File: config.mk
export PLATFORM = sky130hd
export DESIGN_NAME = me_iddmm_arbiter_flat
export DESIGN_NICKNAME = d
export VERILOG_FILES = /design/src/rtl/me_iddmm_pkg.sv /design/src/rtl/me_iddmm_arbiter_if.sv /design/src/rtl/me_rr_pick.sv /design/src/rtl/me_iddmm_arbiter.sv /design/src/flat_wrapper.sv
export SDC_FILE = /design/constraint.sdc
export NUM_CORES = 1
export LEC_CHECK = 0
export ABC_AREA = 1
export BUFFER_PORTS_ARGS = -buffer_cell sky130_fd_sc_hd__buf_4
export CORE_AREA = 5 5 607 609
export CTS_BUF_LIST = sky130_fd_sc_hd__clkbuf_8 sky130_fd_sc_hd__clkbuf_16
export CTS_CLUSTER_SIZE = 16
export DETAILED_ROUTE_END_ITERATION = 12
export DIE_AREA = 0 0 612 614
export SKIP_CTS_REPAIR_TIMING = 1
export SYNTH_ARGS = -nofsm -noshare
export SYNTH_HDL_FRONTEND = slang
export SYNTH_HIERARCHICAL = 1
export SYNTH_SLANG_ARGS = --single-unit
File: constraint.sdc
create_clock -name clk -period 9.8 [get_ports clk]
set_clock_uncertainty 0.05 [all_clocks]
set_input_delay 0.98 -clock clk [delete_from_list [all_inputs] [get_ports clk]]
set_output_delay 0.98 -clock clk [all_outputs]
set_load 0.005 [all_outputs]
File: src/rtl/me_iddmm_pkg.sv
// Shared constants for the Montgomery multiplier arbiter.
// Default sizes, FSM encodings and a counter-width helper.
package me_iddmm_pkg;

    localparam int K_DEF         = 128;
    localparam int N_DEF         = 32;
    localparam int NREQ_DEF      = 4;
    localparam int START_GAP_DEF = 10;
    localparam int TIMEOUT_DEF   = 65535;

    localparam logic [2:0] S_IDLE   = 3'd0;
    localparam logic [2:0] S_START  = 3'd1;
    localparam logic [2:0] S_GAP    = 3'd2;
    localparam logic [2:0] S_LOAD   = 3'd3;
    localparam logic [2:0] S_WAIT   = 3'd4;
    localparam logic [2:0] S_UNLOAD = 3'd5;

    function automatic int cnt_w(input int v);
        return $clog2(v + 1);
    endfunction

endpackage

File: src/rtl/me_iddmm_arbiter_if.sv
// Engine-side bus between the arbiter and the shared multiplier.
// master: arbiter (start, x/y beats); slave: engine (result beats).
interface me_iddmm_arbiter_if
    import me_iddmm_pkg::*;
#(
    parameter int K = K_DEF
);
    logic         me_start;
    logic [K-1:0] me_x;
    logic [K-1:0] me_y;
    logic         me_x_valid;
    logic         me_y_valid;
    logic [K-1:0] me_result;
    logic         me_valid;

    modport master (
        output me_start, me_x, me_y,
        output me_x_valid, me_y_valid,
        input  me_result, me_valid
    );

    modport slave (
        input  me_start, me_x, me_y,
        input  me_x_valid, me_y_valid,
        output me_result, me_valid
    );
endinterface

File: src/rtl/me_rr_pick.sv
// Round-robin picker: first set req bit at or after ptr.
// Ports: req, ptr in; onehot, idx out (zero when no req).
module me_rr_pick #(
    parameter int NREQ = 4
) (
    input  logic [NREQ-1:0]         req,
    input  logic [$clog2(NREQ)-1:0] ptr,
    output logic [NREQ-1:0]         onehot,
    output logic [$clog2(NREQ)-1:0] idx
);
    localparam int IW = $clog2(NREQ);

    logic          found;
    logic [IW-1:0] j;

    always_comb begin
        onehot = '0;
        idx    = '0;
        found  = 1'b0;
        j      = '0;
        for (int k = 0; k < NREQ; k++) begin
            j = IW'((int'(ptr) + k) % NREQ);
            if (!found && req[j]) begin
                found     = 1'b1;
                onehot[j] = 1'b1;
                idx       = j;
            end
        end
    end
endmodule

File: src/rtl/me_iddmm_arbiter.sv
// Shares one Montgomery engine among NREQ requesters, round-robin.
// Ports: req/gnt/done/err per requester, op_* operand pull, res_* result push, me engine bus.
module me_iddmm_arbiter
    import me_iddmm_pkg::*;
#(
    parameter int K         = K_DEF,
    parameter int N         = N_DEF,
    parameter int NREQ      = NREQ_DEF,
    parameter int START_GAP = START_GAP_DEF,
    parameter int TIMEOUT   = TIMEOUT_DEF
) (
    input  logic                    clk,
    input  logic                    rst,
    input  logic [NREQ-1:0]         req,
    output logic [NREQ-1:0]         gnt,
    output logic [NREQ-1:0]         op_rd,
    output logic [$clog2(N)-1:0]    op_idx,
    input  logic [NREQ*K-1:0]       op_x,
    input  logic [NREQ*K-1:0]       op_y,
    output logic [NREQ-1:0]         res_valid,
    output logic [K-1:0]            res_data,
    output logic [NREQ-1:0]         done,
    output logic [NREQ-1:0]         err,
    me_iddmm_arbiter_if.master      me
);
    localparam int IW = $clog2(NREQ);
    localparam int XW = $clog2(N);
    localparam int BW = cnt_w(N);
    localparam int TW = cnt_w(TIMEOUT);

    logic [2:0]      state;
    logic [IW-1:0]   g;
    logic [IW-1:0]   rr;
    logic [IW-1:0]   nxt;
    logic [TW-1:0]   cnt;
    logic [BW-1:0]   bcnt;
    logic            rd_d1;
    logic            last_d1;
    logic            zpend;
    logic            acc;
    logic [NREQ-1:0] pick_oh;
    logic [IW-1:0]   pick_idx;

    me_rr_pick #(.NREQ(NREQ)) u_pick (
        .req    (req),
        .ptr    (rr),
        .onehot (pick_oh),
        .idx    (pick_idx)
    );

    assign nxt = (g == IW'(NREQ - 1)) ? '0 : g + 1'b1;

    // Results pass straight through; only accepted while a job waits on them.
    assign acc       = me.me_valid && (state == S_WAIT || state == S_UNLOAD);
    assign res_valid = acc ? gnt : '0;
    assign res_data  = acc ? me.me_result : '0;

    assign me.me_y_valid = me.me_x_valid;

    always_ff @(posedge clk or posedge rst) begin
        if (rst) begin
            state       <= S_IDLE;
            gnt         <= '0;
            g           <= '0;
            rr          <= '0;
            cnt         <= '0;
            bcnt        <= '0;
            op_rd       <= '0;
            op_idx      <= '0;
            done        <= '0;
            err         <= '0;
            me.me_start <= 1'b0;
        end else begin
            done        <= '0;
            err         <= '0;
            me.me_start <= 1'b0;
            unique case (state)
                S_IDLE: begin
                    if (|req) begin
                        gnt   <= pick_oh;
                        g     <= pick_idx;
                        state <= S_START;
                    end
                end
                S_START: begin
                    me.me_start <= 1'b1;
                    cnt         <= '0;
                    state       <= S_GAP;
                end
                S_GAP: begin
                    cnt <= cnt + 1'b1;
                    // Read issued two cycles ahead: requester latency + forward register.
                    if (cnt == TW'(START_GAP - 2)) begin
                        op_rd  <= gnt;
                        op_idx <= '0;
                        state  <= S_LOAD;
                    end
                end
                S_LOAD: begin
                    if (|op_rd) begin
                        if (op_idx == XW'(N - 1)) begin
                            op_rd  <= '0;
                            op_idx <= '0;
                        end else begin
                            op_idx <= op_idx + 1'b1;
                        end
                    end
                    if (zpend) begin
                        cnt   <= '0;
                        state <= S_WAIT;
                    end
                end
                S_WAIT: begin
                    if (me.me_valid) begin
                        bcnt  <= BW'(1);
                        state <= S_UNLOAD;
                    end else if (cnt == TW'(TIMEOUT - 1)) begin
                        err   <= gnt;
                        gnt   <= '0;
                        rr    <= nxt;
                        state <= S_IDLE;
                    end else begin
                        cnt <= cnt + 1'b1;
                    end
                end
                S_UNLOAD: begin
                    if (me.me_valid) begin
                        if (bcnt == BW'(N - 1)) begin
                            done  <= gnt;
                            gnt   <= '0;
                            rr    <= nxt;
                            state <= S_IDLE;
                        end else begin
                            bcnt <= bcnt + 1'b1;
                        end
                    end
                end
                default: state <= S_IDLE;
            endcase
        end
    end

    // Operand forward: N data beats, then one zero beat flagged by zpend.
    always_ff @(posedge clk or posedge rst) begin
        if (rst) begin
            rd_d1         <= 1'b0;
            last_d1       <= 1'b0;
            zpend         <= 1'b0;
            me.me_x       <= '0;
            me.me_y       <= '0;
            me.me_x_valid <= 1'b0;
        end else begin
            rd_d1   <= |op_rd;
            last_d1 <= (|op_rd) && (op_idx == XW'(N - 1));
            zpend   <= last_d1;
            if (rd_d1) begin
                me.me_x       <= op_x[g*K +: K];
                me.me_y       <= op_y[g*K +: K];
                me.me_x_valid <= 1'b1;
            end else begin
                me.me_x       <= '0;
                me.me_y       <= '0;
                me.me_x_valid <= zpend;
            end
        end
    end
endmodule

File: src/flat_wrapper.sv
// flat-port wrapper written by rule: the top's interface ports become plain ports
module me_iddmm_arbiter_flat import me_iddmm_pkg::*;
#(
    parameter int K         = K_DEF,
    parameter int N         = N_DEF,
    parameter int NREQ      = NREQ_DEF,
    parameter int START_GAP = START_GAP_DEF,
    parameter int TIMEOUT   = TIMEOUT_DEF
)
  (clk, rst, req, gnt, op_rd, op_idx, op_x, op_y, res_valid, res_data, done, err, me_me_start, me_me_x, me_me_y, me_me_x_valid, me_me_y_valid, me_me_result, me_me_valid);
  me_iddmm_arbiter_if #(.K(K)) me_i ();
  input  logic clk;
  input  logic rst;
  input  logic [NREQ-1:0] req;
  output logic [NREQ-1:0] gnt;
  output logic [NREQ-1:0] op_rd;
  output logic [$clog2(N)-1:0] op_idx;
  input  logic [NREQ*K-1:0] op_x;
  input  logic [NREQ*K-1:0] op_y;
  output logic [NREQ-1:0] res_valid;
  output logic [K-1:0] res_data;
  output logic [NREQ-1:0] done;
  output logic [NREQ-1:0] err;
  output wire logic [$bits(me_i.me_start)-1:0] me_me_start;
  output wire logic [$bits(me_i.me_x)-1:0] me_me_x;
  output wire logic [$bits(me_i.me_y)-1:0] me_me_y;
  output wire logic [$bits(me_i.me_x_valid)-1:0] me_me_x_valid;
  output wire logic [$bits(me_i.me_y_valid)-1:0] me_me_y_valid;
  input wire logic [$bits(me_i.me_result)-1:0] me_me_result;
  input wire logic [$bits(me_i.me_valid)-1:0] me_me_valid;
  assign me_me_start = me_i.me_start;
  assign me_me_x = me_i.me_x;
  assign me_me_y = me_i.me_y;
  assign me_me_x_valid = me_i.me_x_valid;
  assign me_me_y_valid = me_i.me_y_valid;
  assign me_i.me_result = me_me_result;
  assign me_i.me_valid = me_me_valid;
  me_iddmm_arbiter #(.K(K), .N(N), .NREQ(NREQ), .START_GAP(START_GAP), .TIMEOUT(TIMEOUT)) u_core (.clk(clk), .rst(rst), .req(req), .gnt(gnt), .op_rd(op_rd), .op_idx(op_idx), .op_x(op_x), .op_y(op_y), .res_valid(res_valid), .res_data(res_data), .done(done), .err(err), .me(me_i));
endmodule
---- Word-level counts from Yosys, hierarchy flattened ----
Index checks and enable logic that the tools add are counted.
storage, ports and cells
  flip-flop bits (word level) ............. 311
  bits in latches ......................... 0
  memory bits (writable) .................. 0
  ROM bits ................................ 0
  input port bits ......................... 1159
  word-level logic and storage cells ...... 163
  memories kept ........................... 0
cells by class
  $add $sub $neg .......................... 7
  $mul .................................... 0
  divide/modulo/power cells ............... 0
  magnitude comparators ................... 8
  eq/ne operators ......................... 23
  shift-type cells ........................ 2
  multiplexer cells ....................... 75
  bitwise gates (word level) .............. 3
  reductions and logical operators ........ 28
operators with widths
  cell                                                         number
  variable part select 512 x 10 -> 128 bit                     2
  two-way mux 128 bit                                          3
  two-way mux 4 bit                                            19
  one-hot mux 16 bit (4 select lines)                          1
  two-way mux 16 bit                                           3
  two-way mux 3 bit                                            7
  two-way mux 2 bit                                            9
  two-way mux 6 bit                                            3
  one-hot mux 3 bit (6 select lines)                           1
  adder 16 x 1 -> 16 bit (second input constant)               1
  equality test 16 bit (second input constant)                 1
  equality test 16 x 4 -> 1 bit (second input constant)        1
  two-way mux 5 bit                                            3
  != test 2 bit (second input constant)                        7
  two-way mux 1 bit                                            13
  less-than comparator 2 x 3 -> 1 bit (second input constant)  4
  OR 4 bit                                                     3
  one-hot mux 4 bit (3 select lines)                           1
  one-hot mux 6 bit (2 select lines)                           1
  AND reduction 4 bit                                          3
  AND reduction 6 bit                                          2
  != test 2 x 1 -> 1 bit (second input constant)               5
  one-hot mux 5 bit (2 select lines)                           1
  logical AND 1 bit                                            9
  other kinds (26)                                             43

---- Logic depth before layout (Yosys ltp) ----
Gate-level depths: netlist of the first run.
  word-level depth ........................ 14
  mapped depth ............................ 14
  mapped depth without buffers ............ 13

---- By module ----
Netlist of the first run, hierarchy kept.
by module, submodules not included
  module            times used  cells each  area each (um^2)  sequential area each (um^2)
  me_iddmm_arbiter  1           2943        19123.3           7782.5
  me_rr_pick        1           82          476.7             0.0

---- Least setup slack after synthesis of the first run ----
No wires, ideal clock.
  path kind ............................... in2out
  start point ............................. input port me_me_valid
  end point ............................... output port res_data[100]
  data arrival time ....................... 1662 ps
  required time ........................... 8770 ps
  slack ................................... 7108 ps
  stages on the path ...................... 6
  path buffers ............................ 2
  cell sequence ........................... nand2_1 -> nor2_2 -> inv_2 -> buf_2 -> buf_2 -> nor2_1
on the way
  word-level cells in the longest chain between the ends .. 2
RTL lines
  element              RTL line                RTL
  start: declaration   flat_wrapper.sv:30      input wire logic [$bits(me_i.me_valid)-1:0] me_me_valid;
  logical AND 1 bit    me_iddmm_arbiter.sv:54  assign acc = me.me_valid && (state == S_WAIT || state == S_UNLOAD);
  two-way mux 128 bit  me_iddmm_arbiter.sv:56  assign res_data = acc ? me.me_result : '0;
  end: declaration     flat_wrapper.sv:21      output logic [K-1:0] res_data;
Every way passes these cells.

---- Final worst setup path of the first run ----
  start point ............................. register u_core.state[1]
  end point ............................... output port res_data[33]
on the way
  word-level cells in the longest chain between the ends .. 4
  elaborated cells between the ends (all ways) .. 5
  those cells by class .................... 2 x eq/ne; 1 x mux; 2 x reduce/logical
RTL lines
  element                   RTL line                RTL
  start: declaration        me_iddmm_arbiter.sv:31  logic [2:0] state;
  start signal: assignment  me_iddmm_arbiter.sv:62  state <= S_IDLE;
  start signal: assignment  me_iddmm_arbiter.sv:82  state <= S_START;
  start signal: assignment  me_iddmm_arbiter.sv:88  state <= S_GAP;
  equality test 3 bit       me_iddmm_arbiter.sv:54
  logical OR 1 bit *        me_iddmm_arbiter.sv:54
  logical AND 1 bit *       me_iddmm_arbiter.sv:54
  two-way mux 128 bit *     me_iddmm_arbiter.sv:56
Every way passes the cells marked *; elsewhere a longest branch is shown, timed or not.

==> results_dict.tcl, run 1 <==
set metrics [dict create \
    synthCells 3025 \
    htree_num_levels 2 \
    yosysWarningCount 6 \
    period_needed_ns 4.08 \
    grt_pass1_wl_mm 350 \
    p_per_area_nw_per_um2 251 \
    die_w_um 612 \
    fin_nets 5631 \
    met2_length_mm 144 \
    vias 28800 \
    r2r-end "u_core/me.me_x[22]$_DFF_PP0_" \
    grt_overflow 0 \
    finalMaxSlewViolations 2 \
    fillers 42500 \
    syn-num-nets 4196 \
    drc 0 \
    worst_slack_ns 5.72 \
    tightest_slew_ns 1.64 \
    via_per_inst 3.07 \
    arrival_ns 3.05 \
    setup_violations 0 \
    clock_latency_ns 0.71 \
    post-route-period-util 0.416 \
    clock_sinks 311 \
    numPortBuffers 1570 \
    synth_cell_type_count 35 \
    cts_buffer_depth 3 \
    io_pins 1571 \
    grtUsageTotal 0.149 \
    dp_hpwl_mm 262 \
    rsz0062_at_grt "no" \
    hold_path.class "flop to flop" \
    timing.rr.start "u_core/g[0]$_DFFE_PP0P_" \
    reg2reg_depth 7 \
    ant_nets 0 \
    dieArea_um2 376000 \
    drt_iter0_drc 2941 \
    cts_tree "yes" \
    fin_area_um2 38600 \
    synth_area_leaders "dfrtp_1, nor2_1, o21ai_0" \
    whs_ns 0.298 \
    crit_start "u_core/state[1]$_DFFE_PP0P_" \
    avgSynthCellArea_um2 6.48 \
    antenna_found_initial 339 \
    netlist.area_leader.share 0.397 \
    timing.fmax_ghz 0.245 \
    p_total_mw 9.71 \
    layout-area-overhead-vs-synth_pct 97.1 \
    grt_pass1_vias 26700 \
    gp_congestion 1.31 \
    finalHoldViolCount 0 \
    wl_met1_mm 104 \
    grt_max_degree 170 \
    violations "capacitance limit, slew limit" \
    cts_made_buffers 48 \
    routed_wl_mm 295 \
    drive_above_1_share 0.383 \
    ys_seq_elements 311 \
    synth_seq_area_share 0.397 \
    dp_slack_ns 5.94 \
    dr_wl_met3_mm 29.2 \
    p_leak_nw 17.6 \
    critPathRequiredTime_ns 8.77 \
    placeableCoreArea_um2 362000 \
    start_util 0.0542 \
    die_y_um 614 \
    peakVddDrop_uv 175 \
    max-slew-margin-rel -0.102 \
    clkTransAtPathRegs_ns 0.06 \
    clock-root-buffer "clkbuf_16" \
    synth_area_um2 19600 \
    worstSetupPathType "flop to output port" \
    crit_end "res_data[33]" \
    cp_max_fo 88 \
    wl_per_cell_um 31.4 \
    r2r_setup_slack_ns 6.21 \
    top_layer "met5" \
    endpoint_kind "output port" \
    maxCapViolCount 1 \
    status "complete, but fails checks" \
    rows 221 \
    critical_path.startpoint_type "flop" \
    finalSetupTns_ns 0 \
    synth_top_area_cell "dfrtp_1" \
    dr.pass1.iters 6 \
    dpl_cell_area_um2 36700 \
]
[where the power goes]
part	switching, mW	internal [mW]	total (mW)
Clock	0.839	1.08	1.92
Combinational	3.95	1.83	5.79
Sequential	0.287	1.71	2.00
Total	5.08	4.63	9.71
[worst min-delay path by stage]
stage / start / endpoint / slack [ns] / cells after the start
4_1_cts: rst / u_core/me.me_y[48]$_DFF_PP0_ / 0.27 / 2
3_5_place_dp: u_core/last_d1$_DFF_PP0_ / u_core/zpend$_DFF_PP0_ / 0.28 / 0
2_1_floorplan: u_core/last_d1$_DFF_PP0_ / u_core/zpend$_DFF_PP0_ / 0.28 / 0
5_1_grt: u_core/last_d1$_DFF_PP0_ / u_core/zpend$_DFF_PP0_ / 0.32 / 0
3_3_place_gp: u_core/last_d1$_DFF_PP0_ / u_core/zpend$_DFF_PP0_ / 0.28 / 0
6_report: u_core/last_d1$_DFF_PP0_ / u_core/zpend$_DFF_PP0_ / 0.30 / 0
[synthesized netlist by cell type]
library cell / instances
nand4_1: 15
nand3_1: 52
dfrtp_1: 311
a21oi_1: 266
o21bai_1: 3
clkbuf_1: 102
inv_2: 4
nor3_1: 5
clkinv_1: 2
nand2_4: 4
a21boi_0: 4
nor2_4: 2
a31oi_2: 1
inv_4: 1
or2_2: 2
nand3_2: 2
buf_2: 103
o211ai_1: 1
nor2_8: 1
nand2_1: 152
buf_1: 10
xnor2_1: 4
o21ai_0: 527
nand2_2: 6
ha_1: 12
o21ai_2: 4
nor2_2: 4
buf_6: 5
o21ai_1: 17
xor2_1: 3
buf_4: 1
nor2_1: 1210
nand3_4: 2
inv_1: 186
inv_6: 1
[per-stage QoR]
step | utilization | std cells
floorplan | - | 3025
global placement | 0.102 | 9203
detailed placement | 0.102 | 9204
CTS | 0.106 | 9292
global route | 0.107 | 9347
finish | 0.107 | 9384
[state kept, by name, indices dropped and copies added, names as in the netlist, 4 cells and up]
signal and count:
u_core/bcnt 6, u_core/cnt 16, u_core/done 4, u_core/err 4, u_core/gnt 4, u_core/me.me_x 128, u_core/me.me_y 128, u_core/op_idx 5
u_core/op_rd 4
[logic make-up (layout without fill, tap and decap cells)]
family | after synthesis | in the layout | share of synthesized area
adder cells (fa/ha/maj) | 12 | 12 | 0.00766
other | 0 | 92 | 0
buffers and inverters | 415 | 1888 | 0.0885
AND/OR/NAND/NOR | 1457 | 1457 | 0.291
AO/OA/AOI/OAI | 823 | 823 | 0.212
flip-flops | 311 | 311 | 0.397
XOR/XNOR | 7 | 7 | 0.00313
[worst max-delay path: stages (launching register included)]
cell and delay (ns):
dfrtp_1 0.45, inv_2 0.11, nand2_1 0.11, nor2_2 0.07
inv_4 0.40, buf_4 0.79, nor2_1 0.13, buf_4 0.18
[final cells by class]
class,instances,area (µm²),area share
clock buffers,58,1340,0.0347
diodes,92,230,0.00596
multi-input cells,2299,10100,0.261
clock inverters,30,309,0.00800
well taps,4794,6000,0.155
inverters,194,768,0.0199
flip-flops and latches,311,7790,0.202
repair buffers,1606,12100,0.314
[layout by cell type, fill, tap and decap left out, types with 5 or more instances in the layout]
cell / netlist / layout
inv_8: 0 / 5
clkbuf_16: 0 / 48
clkinvlp_4: 0 / 5
ha_1: 12 / 12
inv_1: 186 / 195
nand2_1: 152 / 152
inv_6: 1 / 5
nand4_1: 15 / 15
dfrtp_1: 311 / 309
o21ai_1: 17 / 26
nand2_2: 6 / 6
nand3_1: 52 / 52
clkbuf_8: 0 / 10
o21ai_0: 527 / 518
diode_2: 0 / 92
nor2_1: 1210 / 1210
nor3_1: 5 / 5
a21oi_1: 266 / 266
buf_4: 1 / 1601
[layer usage]
layer,up-vias,track usage
li1,12600,-
met1,13400,0.157
met2,1805,0.259
met3,733,0.0640
met4,190,0.0602
met5,-,0
Note: power is estimated with default switching activity, not from simulation.
==> run 2, diff against run 1 <==
Settings changed: ABC_AREA 1 to 0, CORE_AREA 5 5 607 609 to 5 5 608 610, DIE_AREA 0 0 612 614 to 0 0 613 615.
Clock period 9.8 ns to 3.55 ns, I/O delays scaled along.
==> results_dict.tcl, run 2 <==
set metrics [dict create \
    r2r-end "u_core/me.me_x[27]$_DFF_PP0_" \
    yosysWarningCount 6 \
    reg2reg_depth 6 \
    clkTransAtPathRegs_ns 0.06 \
    worst-path-buf-inv 2 \
    p_leak_nw 17.1 \
    endpoint_kind "output port" \
    cts_made_buffers 53 \
    worstSetupPathType "flop to output port" \
    cts_buffer_depth 3 \
    dpl_cell_area_um2 36500 \
    layout-area-overhead-vs-synth_pct 112 \
    top_layer "met5" \
    layout.cells.non_filler 7918 \
    comb_power_share 0.499 \
    rows 222 \
    synth_seq_area_share 0.421 \
    cts_tree "yes" \
    grt_pass1_wl_mm 331 \
    synth_top_area_cell "dfrtp_1" \
    pwr-share-seq 0.251 \
    p_per_area_nw_per_um2 618 \
    die_y_um 615 \
    met2_length_mm 129 \
    crit_start "u_core/state[2]$_DFFE_PP0P_" \
    status "completed" \
    netlist.area_leader.share 0.421 \
    layout_common_cells "buf_4, and2_1, dfrtp_1, mux4_2, dlygate4sd3_1" \
    synth_common_cells "and2_1, dfrtp_1, mux4_2" \
    peakVddDrop_uv 340 \
    avgSynthCellArea_um2 13.7 \
    dieArea_um2 377000 \
    seq_area_um2 7790 \
    fillers 41900 \
    grt_overflow 0 \
    ant_nets 0 \
    placeableCoreArea_um2 364000 \
    fin_area_um2 39300 \
    htree_num_levels 2 \
    swShare 0.420 \
    cp_slowest_cell "dfrtp_1" \
    crit_end "res_data[62]" \
    tightest_slew_ns 1.05 \
    gp_congestion 1.00 \
    cp_max_fo 84 \
    slowest_delay_ns 0.66 \
    routed_wl_mm 283 \
    grt_pass1_vias 21500 \
    wl_per_cell_um 35.7 \
    p_sw_mw 10.2 \
    grt_max_degree 85 \
    dr_wl_met3_mm 24.7 \
    critical_path.startpoint_type "flop" \
    wl_met1_mm 120 \
    finalHoldViolCount 0 \
    synth_most_common_cell "and2_1" \
    clkPwrFrac 0.250 \
    final_common_cell "buf_4" \
    synth_area_leaders "dfrtp_1, mux4_2, and2_1" \
    cp.depth 4 \
    dp.cells 7686 \
    cp_top_family "simple AND/OR/NAND/NOR gates" \
    max-slew-margin-rel 0.296 \
    die_w_um 613 \
    fin_nets 4162 \
    synth_area_um2 18500 \
    post-route-period-util 0.854 \
    synthCells 1355 \
    synth_edf_count 0 \
    drc 0 \
    timing.rr.start "u_core/g[0]$_DFFE_PP0P_" \
    antenna_found_initial 197 \
    numPortBuffers 1570 \
    rsz0062_at_grt "no" \
    synthArstFlopShare 1.00 \
    largestRegisters "u_core/me.me_x: 128 flops, u_core/me.me_y: 128 flops, u_core/cnt: 16 flops" \
    clock_sinks 311 \
    grtUsageTotal 0.144 \
    setup_violations 0 \
    critPathRequiredTime_ns 3.14 \
    via_per_inst 2.59 \
    synth_cell_type_count 76 \
    ys_seq_elements 311 \
    syn-num-nets 2526 \
    hold_path.class "primary input to flop" \
    maxCapViolCount 0 \
    multi_input_area_um2 10200 \
    synth_ff_type "dfrtp_1" \
    path_cells "and3b_2 > buf_12 > and2_1 > buf_4" \
    drt_iter0_drc 1295 \
    finalMaxSlewViolations 0 \
    drive_above_1_share 0.664 \
    clock_latency_ns 0.68 \
    whs_ns 0.0366 \
    intPower_mw 14.1 \
    clock-root-buffer "clkbuf_16" \
    vias 20500 \
    dr.pass1.iters 5 \
    arrival_ns 2.63 \
    start_util 0.0508 \
    timing.fmax_ghz 0.330 \
    period_needed_ns 3.03 \
    p_total_mw 24.3 \
    r2r_setup_slack_ns 0.57 \
    dp_hpwl_mm 258 \
    io_pins 1571 \
]
[run 2: worst register-to-register path, stage by stage, from the launching register on]
cell and delay [ns]:
dfrtp_4 0.63, buf_12 0.30, buf_12 0.29, buf_4 0.37
mux4_2 0.53, dlygate4sd3_1 0.56, and2_1 0.15
[run 2: per-stage QoR]
stage / worst slack [ns] / utilization / TNS, ns
3_3_place_gp: 1.03 / 0.100 / 0
6_report: 0.517 / 0.108 / 0
2_1_floorplan: -0.996 / - / -309.73
5_1_grt: 0.328 / 0.108 / 0
3_5_place_dp: 1.00 / 0.100 / 0
4_1_cts: 0.385 / 0.106 / 0
[run 2: power groups by stage]
stage                     clock network (mW)  logic, mW  registers (mW)
after floorplan                            0       5.56            4.98
after global placement                     0       12.4            6.22
after detailed placement                   0       12.4            6.18
after CTS                               6.42       12.4            6.14
after global routing                    6.47       12.9            6.21
final                                   6.08       12.1            6.10
[run 2: metal layers]
layer,vias up,track usage
met2,1124,0.230
met5,-,0
met3,310,0.0528
met1,10600,0.181
li1,8444,-
met4,66,0.0406
[run 2: how the worst min path moves through the flow]
stage,start,end,slack [ns],depth (start not counted)
after floorplan,u_core/last_d1$_DFF_PP0_,u_core/zpend$_DFF_PP0_,0.28,0
after global placement,u_core/last_d1$_DFF_PP0_,u_core/zpend$_DFF_PP0_,0.34,0
after detailed placement,u_core/last_d1$_DFF_PP0_,u_core/zpend$_DFF_PP0_,0.35,0
after CTS,rst,u_core/me.me_x[0]$_DFF_PP0_,-0.34,2
after global routing,op_x[304],u_core/me.me_x[48]$_DFF_PP0_,-0.00004,3
final,op_x[365],u_core/me.me_x[109]$_DFF_PP0_,0.04,3
[run 2: cell families after synthesis]
| group | after synthesis | share of synthesized area |
|---|---|---|
| DFF | 311 | 0.421 |
| buffers and inverters | 134 | 0.0302 |
| muxes | 273 | 0.324 |
| and+or+nand+nor | 530 | 0.177 |
| AOI/OAI and AO/OA | 93 | 0.0388 |
| adders and majority gates | 12 | 0.00812 |
| xor gates and xnor gates | 2 | 0.000947 |
[run 2: area by class of cell]
class                           count  area share
Multi-Input combinational cell    910       0.258
Tap cell                         4816       0.153
Antenna cell                       69     0.00439
Sequential cell                   311       0.198
Clock buffer                       57      0.0354
Inverter                           12     0.00124
Timing Repair Buffer             1703       0.335
Clock inverter                     40      0.0137
==> run 3, diff against run 2 <==
Settings changed: RECOVER_POWER set to 100.
==> results_dict.tcl, run 3 (synthesis gave the netlist of run 2 again) <==
set metrics [dict create \
    finalMaxSlewViolations 187 \
    die_y_um 615 \
    fin_util 0.105 \
    drive_above_1_share 0.570 \
    timing.fmax_ghz 0.317 \
    drt_iter0_drc 1291 \
    via_per_inst 2.60 \
    clock_sinks 311 \
    largestRegisters "u_core/me.me_x: 128 flops, u_core/me.me_y: 128 flops, u_core/cnt: 16 flops" \
    setup_violations 0 \
    clock_latency_ns 0.68 \
    finalSetupTns_ns 0 \
    htree_num_levels 2 \
    fin_nets 4162 \
    multi_input_area_um2 10100 \
    endpoint_kind "output port" \
    intPower_mw 13.4 \
    rows 222 \
    fin_area_um2 38200 \
    clkPwrFrac 0.258 \
    tightest_slew_ns 1.77 \
    cts_buffer_depth 3 \
    cts_made_buffers 53 \
    layout-area-overhead-vs-synth_pct 106 \
    fillers 42100 \
    grt_overflow 0 \
    final_common_cell "buf_4" \
    vias 20600 \
    violations "capacitance limit, slew limit" \
    pwr-share-seq 0.257 \
    grt_max_degree 85 \
    p_per_area_nw_per_um2 618 \
    antenna_found_initial 200 \
    layout_common_cells "buf_4, dfrtp_1, clkbuf_1, and2_0, mux4_2" \
    dpl_cell_area_um2 36500 \
    period_needed_ns 3.16 \
    p_sw_mw 10.2 \
    dp_hpwl_mm 258 \
    seq_area_um2 7790 \
    drc 0 \
    die_w_um 613 \
    dieArea_um2 377000 \
    placeableCoreArea_um2 364000 \
    r2r_setup_slack_ns 0.42 \
    start_util 0.0508 \
    io_pins 1571 \
    hold_path.class "primary input to flop" \
    worstSetupPathType "flop to output port" \
    post-route-period-util 0.889 \
    maxCapViolCount 4 \
    grt_pass1_wl_mm 331 \
    cp_max_fo 84 \
    comb_power_share 0.485 \
    swShare 0.434 \
    ant_nets 0 \
    status "complete, but fails checks" \
    wl_per_cell_um 35.7 \
    whs_ns 0.0373 \
    max-slew-margin-rel -0.181 \
    rsz0062_at_grt "no" \
    clkTransAtPathRegs_ns 0.07 \
    arrival_ns 2.75 \
    critPathRequiredTime_ns 3.14 \
    grt_pass1_vias 21500 \
    dr.pass1.iters 4 \
    gp_congestion 1.00 \
    grtUsageTotal 0.144 \
    finalHoldViolCount 0 \
    numPortBuffers 1570 \
    p_total_mw 23.6 \
    clock-root-buffer "clkbuf_16" \
    routed_wl_mm 283 \
    critical_path.startpoint_type "flop" \
    peakVddDrop_uv 341 \
    cts_tree "yes" \
    p_leak_nw 15.7 \
]
-- run 3: power by group through the flow --
| stage | clock network [mW] | logic (mW) | registers (mW) |
|---|---|---|---|
| final | 6.09 | 11.4 | 6.07 |
| after global routing | 6.47 | 12.2 | 6.19 |
| after CTS | 6.42 | 12.4 | 6.14 |
| after detailed placement | 0 | 12.4 | 6.18 |
| after global placement | 0 | 12.4 | 6.22 |
| after floorplan | 0 | 5.56 | 4.98 |
-- run 3: worst paths after layout --
check                                                  from                      endpoint  cells after the start
min in group asynchronous                               rst   u_core/me.me_x[0]$_DFF_PP0_                      3
worst min register to register     u_core/last_d1$_DFF_PP0_        u_core/zpend$_DFF_PP0_                      0
max in group asynchronous                               rst  u_core/me.me_y[60]$_DFF_PP0_                      4
worst max-delay path            u_core/state[2]$_DFFE_PP0P_                  res_data[48]                      4
worst min-delay path                              op_y[181]  u_core/me.me_y[53]$_DFF_PP0_                      3
worst max register to register       u_core/rd_d1$_DFF_PP0_  u_core/me.me_x[80]$_DFF_PP0_                      2
-- run 3: stage by stage --
stage | cells | worst slack, ns
finish | 7926 | 0.394
CTS | 7783 | 0.385
detailed placement | 7686 | 1.00
global placement | 7686 | 1.03
floorplan | 1355 | -0.996
global route | 7872 | 0.161
-- run 3: metal layers --
layer	part of all wire	global-route usage	vias up
met5	0.0014	0	-
met4	0.038	0.0406	64
met3	0.088	0.0528	335
met2	0.45	0.230	1155
met1	0.42	0.181	10600
li1	-	-	8442
-- run 3: worst max-delay path: stages (launching register included) --
cell,delay [ns]
dfrtp_1,0.66
and3b_2,0.49
buf_12,0.30
and2_1,0.18
clkbuf_1,0.36
-- run 3: area by class of cell --
cell class | count | area share
Clock inverter | 40 | 0.0141
Multi-Input combinational cell | 910 | 0.265
Sequential cell | 311 | 0.204
Antenna cell | 77 | 0.00505
Inverter | 12 | 0.00121
Tap cell | 4816 | 0.158
Clock buffer | 57 | 0.0365
Timing Repair Buffer | 1703 | 0.316
